[config.mk]
export PLATFORM = sky130hd
export DESIGN_NAME = wb_line_master
export DESIGN_NICKNAME = d
export VERILOG_FILES = /design/src/rtl/wb_line_master.sv
export SDC_FILE = /design/constraint.sdc
export NUM_CORES = 1
export LEC_CHECK = 0
export BUFFER_PORTS_ARGS = -buffer_cell sky130_fd_sc_hd__buf_2
export CAP_MARGIN = 40
export CORE_MARGIN = 4
export CORE_UTILIZATION = 55
export DETAILED_ROUTE_END_ITERATION = 8
export MAX_ROUTING_LAYER = met4
export PLACE_DENSITY_LB_ADDON = 0.25
export SLEW_MARGIN = 10
export SYNTH_ARGS = -nofsm -noshare
export SYNTH_HDL_FRONTEND = slang
export SYNTH_SLANG_ARGS = --single-unit
[constraint.sdc]
create_clock -name wbm_clk_i -period 24.7 [get_ports wbm_clk_i]
set_input_delay 4.94 -clock wbm_clk_i [delete_from_list [all_inputs] [get_ports wbm_clk_i]]
set_output_delay 4.94 -clock wbm_clk_i [all_outputs]
set_load 0.1 [all_outputs]
[src/rtl/wb_line_master.sv]
`default_nettype none
// ============================================================================
// wb_line_master
// Wishbone burst master that moves one LINE_WORDS line between a local
// buffer and a slave. Optional macro WB_TIMEOUT_EN adds an ack watchdog.
// Revision: 1.0
// ============================================================================

module wb_line_master #(
  parameter int         WB_ADDR_BITS   = 32,
  parameter int         WORD_BYTES     = 4,
  parameter int         LINE_WORDS     = 8,
  parameter logic [2:0] BURST_CTI      = 3'b010,
  parameter logic [1:0] BURST_BTE      = 2'b00,
  parameter int         TIMEOUT_CYCLES = 255
) (
  input  logic                            wbm_clk_i,
  input  logic                            wbm_rst_i,
  input  logic                            cmd_stb,
  input  logic                            cmd_we,
  input  logic [WB_ADDR_BITS-3:0]         cmd_addr,
  output logic                            busy,
  output logic                            done,
  output logic                            err,
  input  logic                            buf_we,
  input  logic [$clog2(LINE_WORDS)-1:0]   buf_addr,
  input  logic [8*WORD_BYTES-1:0]         buf_din,
  output logic [8*WORD_BYTES-1:0]         buf_dout,
  output logic                            wbm_cyc_o,
  output logic                            wbm_stb_o,
  output logic [WB_ADDR_BITS-3:0]         wbm_addr_o,
  output logic [2:0]                      wbm_cti_o,
  output logic [1:0]                      wbm_bte_o,
  output logic [WORD_BYTES-1:0]           wbm_sel_o,
  output logic                            wbm_we_o,
  output logic [8*WORD_BYTES-1:0]         wbm_data_o,
  input  logic [8*WORD_BYTES-1:0]         wbm_data_i,
  input  logic                            wbm_ack_i,
  input  logic                            wbm_err_i
);

  localparam int WORD_BITS = 8 * WORD_BYTES;
  localparam int LW_BITS   = $clog2(LINE_WORDS);
  localparam int WA_BITS   = WB_ADDR_BITS - 2;

  typedef enum logic [1:0] {
    S_IDLE = 2'd0,
    S_BUS  = 2'd1,
    S_FIN  = 2'd2
  } state_t;

  state_t               state_q, state_d;
  logic                 we_q, we_d;
  logic [WA_BITS-1:0]   base_q, base_d;
  logic [LW_BITS:0]     beat_q, beat_d;
  logic                 done_q, done_d;
  logic                 err_q, err_d;
  logic                 abort_q, abort_d;

  logic [WORD_BITS-1:0] mem_q [LINE_WORDS];
  logic                 mem_we;
  logic [LW_BITS-1:0]   mem_wa;
  logic [WORD_BITS-1:0] mem_wd;

  logic                 in_bus;
  logic                 last_beat;

  assign in_bus    = (state_q == S_BUS);
  assign last_beat = (beat_q == (LW_BITS+1)'(LINE_WORDS - 1));

`ifdef WB_TIMEOUT_EN
  localparam int TO_BITS = $clog2(TIMEOUT_CYCLES + 1);
  logic [TO_BITS-1:0] to_q, to_d;

  always_ff @(posedge wbm_clk_i) begin
    if (wbm_rst_i) to_q <= '0;
    else           to_q <= to_d;
  end
`else
  logic timeout_unused;
  assign timeout_unused = (TIMEOUT_CYCLES != 0);
`endif

  always_comb begin
    state_d = state_q;
    we_d    = we_q;
    base_d  = base_q;
    beat_d  = beat_q;
    done_d  = 1'b0;
    err_d   = 1'b0;
    abort_d = abort_q;
    mem_we  = 1'b0;
    mem_wa  = buf_addr;
    mem_wd  = buf_din;
`ifdef WB_TIMEOUT_EN
    to_d    = to_q;
`endif
    case (state_q)
      S_IDLE: begin
        // Client write lands on the same edge that accepts a command, so the
        // burst always sees it.
        mem_we = buf_we;
        if (cmd_stb && !done_q) begin
          state_d = S_BUS;
          we_d    = cmd_we;
          base_d  = cmd_addr & ~WA_BITS'(LINE_WORDS - 1);
          beat_d  = '0;
          abort_d = 1'b0;
`ifdef WB_TIMEOUT_EN
          to_d    = '0;
`endif
        end
      end
      S_BUS: begin
        if (wbm_err_i) begin
          state_d = S_FIN;
          abort_d = 1'b1;
        end else if (wbm_ack_i) begin
          if (!we_q) begin
            mem_we = 1'b1;
            mem_wa = beat_q[LW_BITS-1:0];
            mem_wd = wbm_data_i;
          end
          beat_d = beat_q + (LW_BITS+1)'(1);
          if (last_beat) state_d = S_FIN;
`ifdef WB_TIMEOUT_EN
          to_d   = '0;
`endif
        end
`ifdef WB_TIMEOUT_EN
        else if (to_q == TO_BITS'(TIMEOUT_CYCLES - 1)) begin
          state_d = S_FIN;
          abort_d = 1'b1;
        end else begin
          to_d = to_q + TO_BITS'(1);
        end
`endif
      end
      S_FIN: begin
        state_d = S_IDLE;
        done_d  = 1'b1;
        err_d   = abort_q;
      end
      default: state_d = S_IDLE;
    endcase
  end

  always_ff @(posedge wbm_clk_i) begin
    if (wbm_rst_i) begin
      state_q <= S_IDLE;
      we_q    <= 1'b0;
      base_q  <= '0;
      beat_q  <= '0;
      done_q  <= 1'b0;
      err_q   <= 1'b0;
      abort_q <= 1'b0;
    end else begin
      state_q <= state_d;
      we_q    <= we_d;
      base_q  <= base_d;
      beat_q  <= beat_d;
      done_q  <= done_d;
      err_q   <= err_d;
      abort_q <= abort_d;
    end
  end

  // Buffer contents survive reset; only the write on a reset edge is blocked.
  always_ff @(posedge wbm_clk_i) begin
    if (mem_we && !wbm_rst_i) mem_q[mem_wa] <= mem_wd;
  end

  assign buf_dout   = mem_q[buf_addr];
  assign busy       = (state_q != S_IDLE);
  assign done       = done_q;
  assign err        = err_q;
  assign wbm_cyc_o  = in_bus;
  assign wbm_stb_o  = in_bus;
  assign wbm_we_o   = in_bus & we_q;
  assign wbm_addr_o = in_bus ? (base_q | WA_BITS'(beat_q[LW_BITS-1:0])) : '0;
  assign wbm_cti_o  = in_bus ? (last_beat ? 3'b111 : BURST_CTI) : 3'b000;
  assign wbm_bte_o  = BURST_BTE;
  assign wbm_sel_o  = '1;
  assign wbm_data_o = in_bus ? mem_q[beat_q[LW_BITS-1:0]] : '0;

endmodule

`default_nettype wire

==> metrics.md, run 1 <==
| Metric | Value |
|---|---|
| Fin util | 66.4% |
| Num CTS Buffers | 29 |
| Largest net degree at the start of global routing | between 40 and 50 |
| Post-CTS setup buffer count | 0 |
| Pwr Density | a little under 70 mW/mm^2 |
| Starting Density | 56.5% |
| Largest cells by area after synthesis | edfxtp_1, mux4_2, dfxtp_1 |
| Total grt overflow | 0 |
| Minimum setup slack among reg-to-reg paths | 20.67 ns |
| Later-pin clock latency in the skew report | 0.55 ns |
| Cells on Worst Hold Path | 2 |
| Root Driver | clkbuf_16 |
| Hold Buf Count CTS | 0 |
| Peak supply drop | ~55 uV |
| Internal Power | approximately 840 uW |
| Routability cong. | between 0.7 and 0.8 |
| First-pass GRT wire length | a little under 50 mm |
| Syn avg cell area | about 17 sq um |
| Fraction of layout cells with a size suffix above 1 | 46.1% |
| Die height | around 170 microns |
| Maxcap violations | 0 |
| DIE WIDTH | between 150 and 200 microns |
| RSZ-0062 raised after global routing | false |
| Least-Margin Pin Slew | about 0.84 ns |
| CTS Buffer Depth | 3 |
| Post-route DRC | 0 |
| Synth Flop Type | edfxtp_1 |
| CTS-repair resized insts | 0 |
| Final Critical Period | 12.33 ns |
| Sequential share of the synthesized area | 61.3% |
| Io pins | 213 |
| Fmax | approximately 0.081 GHz |
| PortBufs | about 200 |
| Post-place setup slack | 12.31 ns |
| Initial antenna violation count | 1 |
| Most common cell in the synthesized netlist | edfxtp_1 |
| Tot GR Track Use | around 23% |
| Final Net Count | between 1000 and 1500 |
| Initial DRC count | between 500 and 600 |
| Clk pwr share | 36.9% |
| FFs w/ async S/R, synth | 0% |
| Critical path data required time | around 20 ns |
| Max_slew headroom | between 40% and 50% |
| Reg power frac | about half |
| Logic pwr share | a little over an eighth |
| Worst Clk Skew | 0.0168 ns |
| Sink Count | around 300 |
| CTS clock-pin slew for the worst setup and hold paths | 0.06 ns |
| Detailed Routing Iterations Pass 1 | 7 |
| Pleak | 5.63 nW |
| Area of the multi-input gates | between 0.005 and 0.006 sq mm |
| H-Tree Depth | 1 |
| Die ar. | approximately 0.028 sq mm |
| Biggest area consumer among synthesized cells | edfxtp_1 |
| Count of final hold-check violations | 0 |
| Synth top cells by count | edfxtp_1, mux4_2, nand2_1 |
| Synth Instances | 799 |
| DR vias/cell | ~6 |
| Via count | 8038 |
| Reg2Reg Depth | 6 |
| Hpwl dp | approximately 19 mm |
| Filler Cells Inserted | about 1700 |
| Area Overhead vs Synth | 17.6% |
| Synth Cell Area | roughly 0.014 sq mm |
| # rows | between 50 and 60 |
| Syn. warnings | 0 |
| Worst Setup End Kind | output pin |
| Core area | between 0.02 and 0.025 sq mm |
| Pins Over Slew Limit | 0 |
| Pwr Total | 1.13 mW |
| Setup TNS | 0 ns |
| Routed Wire Length | 31.0 mm |
| Arrival @ worst endpoint | 7.39 ns |
| FF/Latch Area | 0.00850 sq mm |
| CP Class | in -> out |
| Hold Path Class | reg -> reg |
| Fin crit share | 49.9% |
| CP Max Fanout | 40 |
| Outcome | finished, final reports clean |
| TritonCTS clock tree | done |
| Setup ws final | roughly 12 ns |
| WL/cell | ~23 microns |
| Number of global-route vias before repair | around 8600 |
| Unique masters post-synth | 47 |
| Startpoint Class | input port |
| Switching power | a little under 300 uW |
| Yosys reg bits | between 200 and 300 |
| EDFF count, synth | around 260 |
| Switching Share | about 26% |
| Area fraction of the dominant cell type after synthesis | roughly 55% |
| Final setup fails | 0 |
| ANT nets after route | 0 |
==> critical path, stage by stage <==
cell,delay [ns]
buf_4,0.43
buf_4,0.77
mux4_2,0.59
mux2_2,0.32
buf_2,0.30
==> logic make-up after synthesis <==
family / count (synthesis) / share of synthesized area, %
flops: 296 / 61.3
mux: 224 / 28.3
simple gates: 151 / 5.48
buf+inv: 71 / 2.40
compound gates: 53 / 2.30
other cells: 2 / 0.0542
fa+ha+maj: 1 / 0.0903
xor+xnor: 1 / 0.0632
==> cell usage in the layout, fill, tap and decap left out, types with 3 or more instances in the layout <==
master,count
clkbuf_16,29
nor2b_1,4
edfxtp_1,256
nor2_1,36
mux2_1,9
mux2i_1,32
mux4_2,128
dfxtp_1,37
buf_4,22
a21oi_1,32
conb_1,6
mux2_2,55
nand3_1,3
o21ai_0,6
nand2_1,56
a2111oi_2,3
clkinv_1,9
clkbuf_1,6
buf_2,203
bufinv_16,3
a221oi_4,4
and2_1,32
buf_12,4
==> sequential cells by signal, summed over array words and instances (netlist names), named ones only <==
signal   flops
err          1
done         1
base_q      27
we_q         1
mem_q      256
abort_q      1
beat_q       4
state_q      2
==> per-layer routing <==
layer	up-vias	wire, microns	GRT usage [%]	share of wire, %
li1	3600	-	-	-
met5	-	0	-	0
met2	263	16400	39.5	53
met1	4140	12300	29.7	40
met4	0	433	4.59	1.4
met3	35	1870	3.11	6.0
==> path summary, 6_finish.rpt <==
path / from / endpoint
setup reg to reg: state_q[0] / mem_q[1][23]
hold / removal: base_q[6] / base_q[6]
hold reg to reg: base_q[6] / base_q[6]
setup / recovery: buf_addr[0] / buf_dout[0]
==> through the flow <==
| stage | instances | cell area, sq um | hold WS [ns] |
|---|---|---|---|
| finish | 1342 | 16300 | 0.447 |
| global route | 1342 | 16300 | 0.468 |
| CTS | 1340 | 16300 | 0.450 |
| detailed placement | 1290 | 15400 | 0.442 |
| global placement | 1282 | 15200 | 0.438 |
| floorplan | 803 | 13900 | 0.431 |
==> area by class of cell <==
class	count	area share (%)
repair buffers	232	8.17
inverters	3	0.0691
multi-input cells	436	31.6
well taps	324	2.49
clock buffers	35	4.59
clock inverters	15	0.876
diodes	1	0.0154
flip-flops and latches	296	52.2
==> power groups by stage <==
stage | Sequential (mW) | Combinational (mW) | Clock (mW)
floorplan | 0.568 | 0.123 | 0
global placement | 0.569 | 0.152 | 0
detailed placement | 0.569 | 0.156 | 0
CTS | 0.559 | 0.157 | 0.429
global route | 0.559 | 0.163 | 0.452
finish | 0.559 | 0.155 | 0.418
Power figures use the tool's default switching activity.
==> run 2: changes to the inputs <==
==> constraint.sdc (replaced) <==
create_clock -name wbm_clk_i -period 12.9 [get_ports wbm_clk_i]
set_input_delay 2.58 -clock wbm_clk_i [delete_from_list [all_inputs] [get_ports wbm_clk_i]]
set_output_delay 2.58 -clock wbm_clk_i [all_outputs]
set_load 0.1 [all_outputs]
==> run 2 against run 1 <==
Core utilization up 0.22 points; via count up 0.14%; clock skew up 0.00098 ns; design area up 0.33%; register-to-register slack worse by 12 ns.
==> metrics.md, run 2 (synthesis gave the netlist of run 1 again) <==
| Metric | Value |
|---|---|
| Die ar. | 0.0278 sq mm (unchanged) |
| Worst Setup End Kind | output pin |
| Dpl cells | 1289 (-0.078%) |
| Final Non-Filler Cells | 1343 (+0.075%) |
| WL/cell | 22.9 microns (-0.70%) |
| Minimum setup slack among reg-to-reg paths | 8.84 ns (-11.83 ns) |
| TritonCTS clock tree | done |
| Hold Crit Start | base_q[8] |
| Post-route DRC | 0 (unchanged) |
| DR vias/cell | 5.99 (about the same) |
| Setup TNS | 0 ns (unchanged) |
| Starting Density | 56.5% (unchanged) |
| Fraction of layout cells with a size suffix above 1 | 46.4% (+0.30 points) |
| Area Overhead vs Synth | 18.0% |
| CTS-repair resized insts | 0 (unchanged) |
| Most frequent cells in the layout | edfxtp_1, buf_2, mux4_2, nand2_1, mux2_2 |
| Least-Margin Pin Slew | 0.863 ns (+0.0275 ns) |
| Hold Path Class | reg -> reg |
| PortBufs | 203 (unchanged) |
| Root Driver | clkbuf_16 |
| Via count | 8049 (+0.14%) |
| Max reg flops | 256 (unchanged) |
| Filler Cells Inserted | 1715 (+0.12%) |
| Hpwl dp | 18.7 mm (-0.62%) |
| Tot GR Track Use | 22.8% (-0.12 points) |
| Startpoint Class | input port |
| Final Net Count | 1102 (-0.091%) |
| Critical R2R Capture | mem_q[5][27] |
| Post-place setup slack | 5.25 ns (-7.06 ns) |
| Reg2reg start | state_q[0] |
| Total grt overflow | 0 (unchanged) |
| Count of final hold-check violations | 0 (unchanged) |
| Hold Path Sink | base_q[8] |
| Fmax | between 0.1 and 0.15 GHz |
| ANT nets after route | 0 (unchanged) |
| Num CTS Buffers | 29 (unchanged) |
| Detailed Routing Iterations Pass 1 | 5 (-2) |
| Pins Over Slew Limit | 0 (unchanged) |
| Top flop regs | mem_q: 256 flops, base_q: 27 flops, beat_q: 4 flops |
| Critical path data required time | 10.32 ns (-9.44 ns) |
| Arrival @ worst endpoint | 5.00 ns (-2.39 ns) |
| Worst Clk Skew | 0.0178 ns (+0.000976 ns) |
| CTS Buffer Depth | 3 (unchanged) |
| Core area | 0.0245 sq mm (unchanged) |
| Final setup fails | 0 (unchanged) |
| Pwr Density | 136 mW/mm^2 (+95%) |
| Largest net degree at the start of global routing | 49 (+11%) |
| Io pins | 213 (unchanged) |
| Peak supply drop | 113 uV (+110%) |
| Routability cong. | 0.714 (-0.53%) |
| Setup ws final | 5.32 ns (-7.06 ns) |
| RSZ-0062 raised after global routing | false |
| Final Critical Period | approximately 7.6 ns |
| Die height | 167 microns (unchanged) |
| # rows | 57 (unchanged) |
| Hold Buf Count CTS | 0 (unchanged) |
| Leading cell type in the layout, fill and taps excluded | edfxtp_1 |
| Hold slack | 0.449 ns (+0.00201 ns) |
| Number of global-route vias before repair | 8425 (-1.9%) |
| Cells on Worst Hold Path | 2 (unchanged) |
| Post-CTS setup buffer count | 0 (unchanged) |
| Outcome | finished, final reports clean |
| Initial antenna violation count | 0 (-1) |
| CP Class | in -> out |
| Largest reg by FF count | mem_q |
| Maxcap violations | 0 (unchanged) |
| Routed Wire Length | 30.8 mm (-0.63%) |
| Fin crit share | about three fifths |
| Max_slew headroom | 42.5% (-1.8 points) |
| Pwr Total | 2.22 mW (+96%) |
| First-pass GRT wire length | 48.0 mm (-0.27%) |
| CP Max Fanout | 40 (unchanged) |
| CTS clock-pin slew for the worst setup and hold paths | 0.06 ns (about the same) |
| Initial DRC count | 570 (+5.2%) |
| Antenna diode count | 0 (-1) |
| Sink Count | 296 (unchanged) |
| Pleak | 5.66 nW (+0.45%) |
| Reg2Reg Depth | 6 (unchanged) |
| Later-pin clock latency in the skew report | 0.55 ns (about the same) |
| DIE WIDTH | 167 microns (unchanged) |
| H-Tree Depth | 1 (unchanged) |
[run 2: changes by cell type in the layout (fill, tap and decap cells not counted), moves of 2 or more]
| cell | change |
|---|---|
| clkinv_1 | -4 |
| bufinv_16 | +2 |
| clkbuf_1 | +2 |
| buf_12 | -3 |
[run 2: final cells by class]
| class | count | area, sq um | area share (%) |
|---|---|---|---|
| repair buffers | 231 | 1310 | 8.04 |
| clock buffers | 37 | 756 | 4.62 |
| inverters | 3 | 11.3 | 0.0689 |
| well taps | 324 | 405 | 2.48 |
| flip-flops and latches | 296 | 8500 | 52.0 |
| clock inverters | 16 | 209 | 1.28 |
| multi-input cells | 436 | 5150 | 31.5 |
[run 2: worst max path at each step]
stage | from | end | cells past startpoint
floorplan | buf_addr[0] | mem_q[2][0] | 4
finish | buf_addr[0] | buf_dout[7] | 5
global placement | buf_addr[0] | buf_dout[0] | 5
detailed placement | buf_addr[0] | buf_dout[7] | 5
global route | buf_addr[0] | buf_dout[31] | 5
CTS | buf_addr[0] | buf_dout[7] | 5
[run 2: where the power goes]
part	internal, mW	switching [mW]	total, mW
registers	1.06	0.00901	1.07
clock network	0.513	0.341	0.854
logic	0.0789	0.217	0.296
[run 2: per-layer routing]
metal | GRT usage, % | part of all wire (%) | vias to the layer above
met2 | 39.7 | 53 | 268
met3 | 2.54 | 5.8 | 43
met1 | 29.9 | 39 | 4139
li1 | - | - | 3599
met5 | - | 0 | -
met4 | 4.09 | 1.6 | 0
[run 2: per-stage QoR]
| step | util (%) | cell area [sq um] |
|---|---|---|
| floorplan | - | 13900 |
| global placement | 62.1 | 15200 |
| detailed placement | 62.6 | 15400 |
| CTS | 66.6 | 16300 |
| global route | 66.6 | 16300 |
| finish | 66.6 | 16300 |
[run 2: critical path, cell delays in order]
cell and delay [ns]:
buf_4 0.43, buf_4 0.74, mux4_2 0.63, mux2_2 0.29
buf_2 0.29
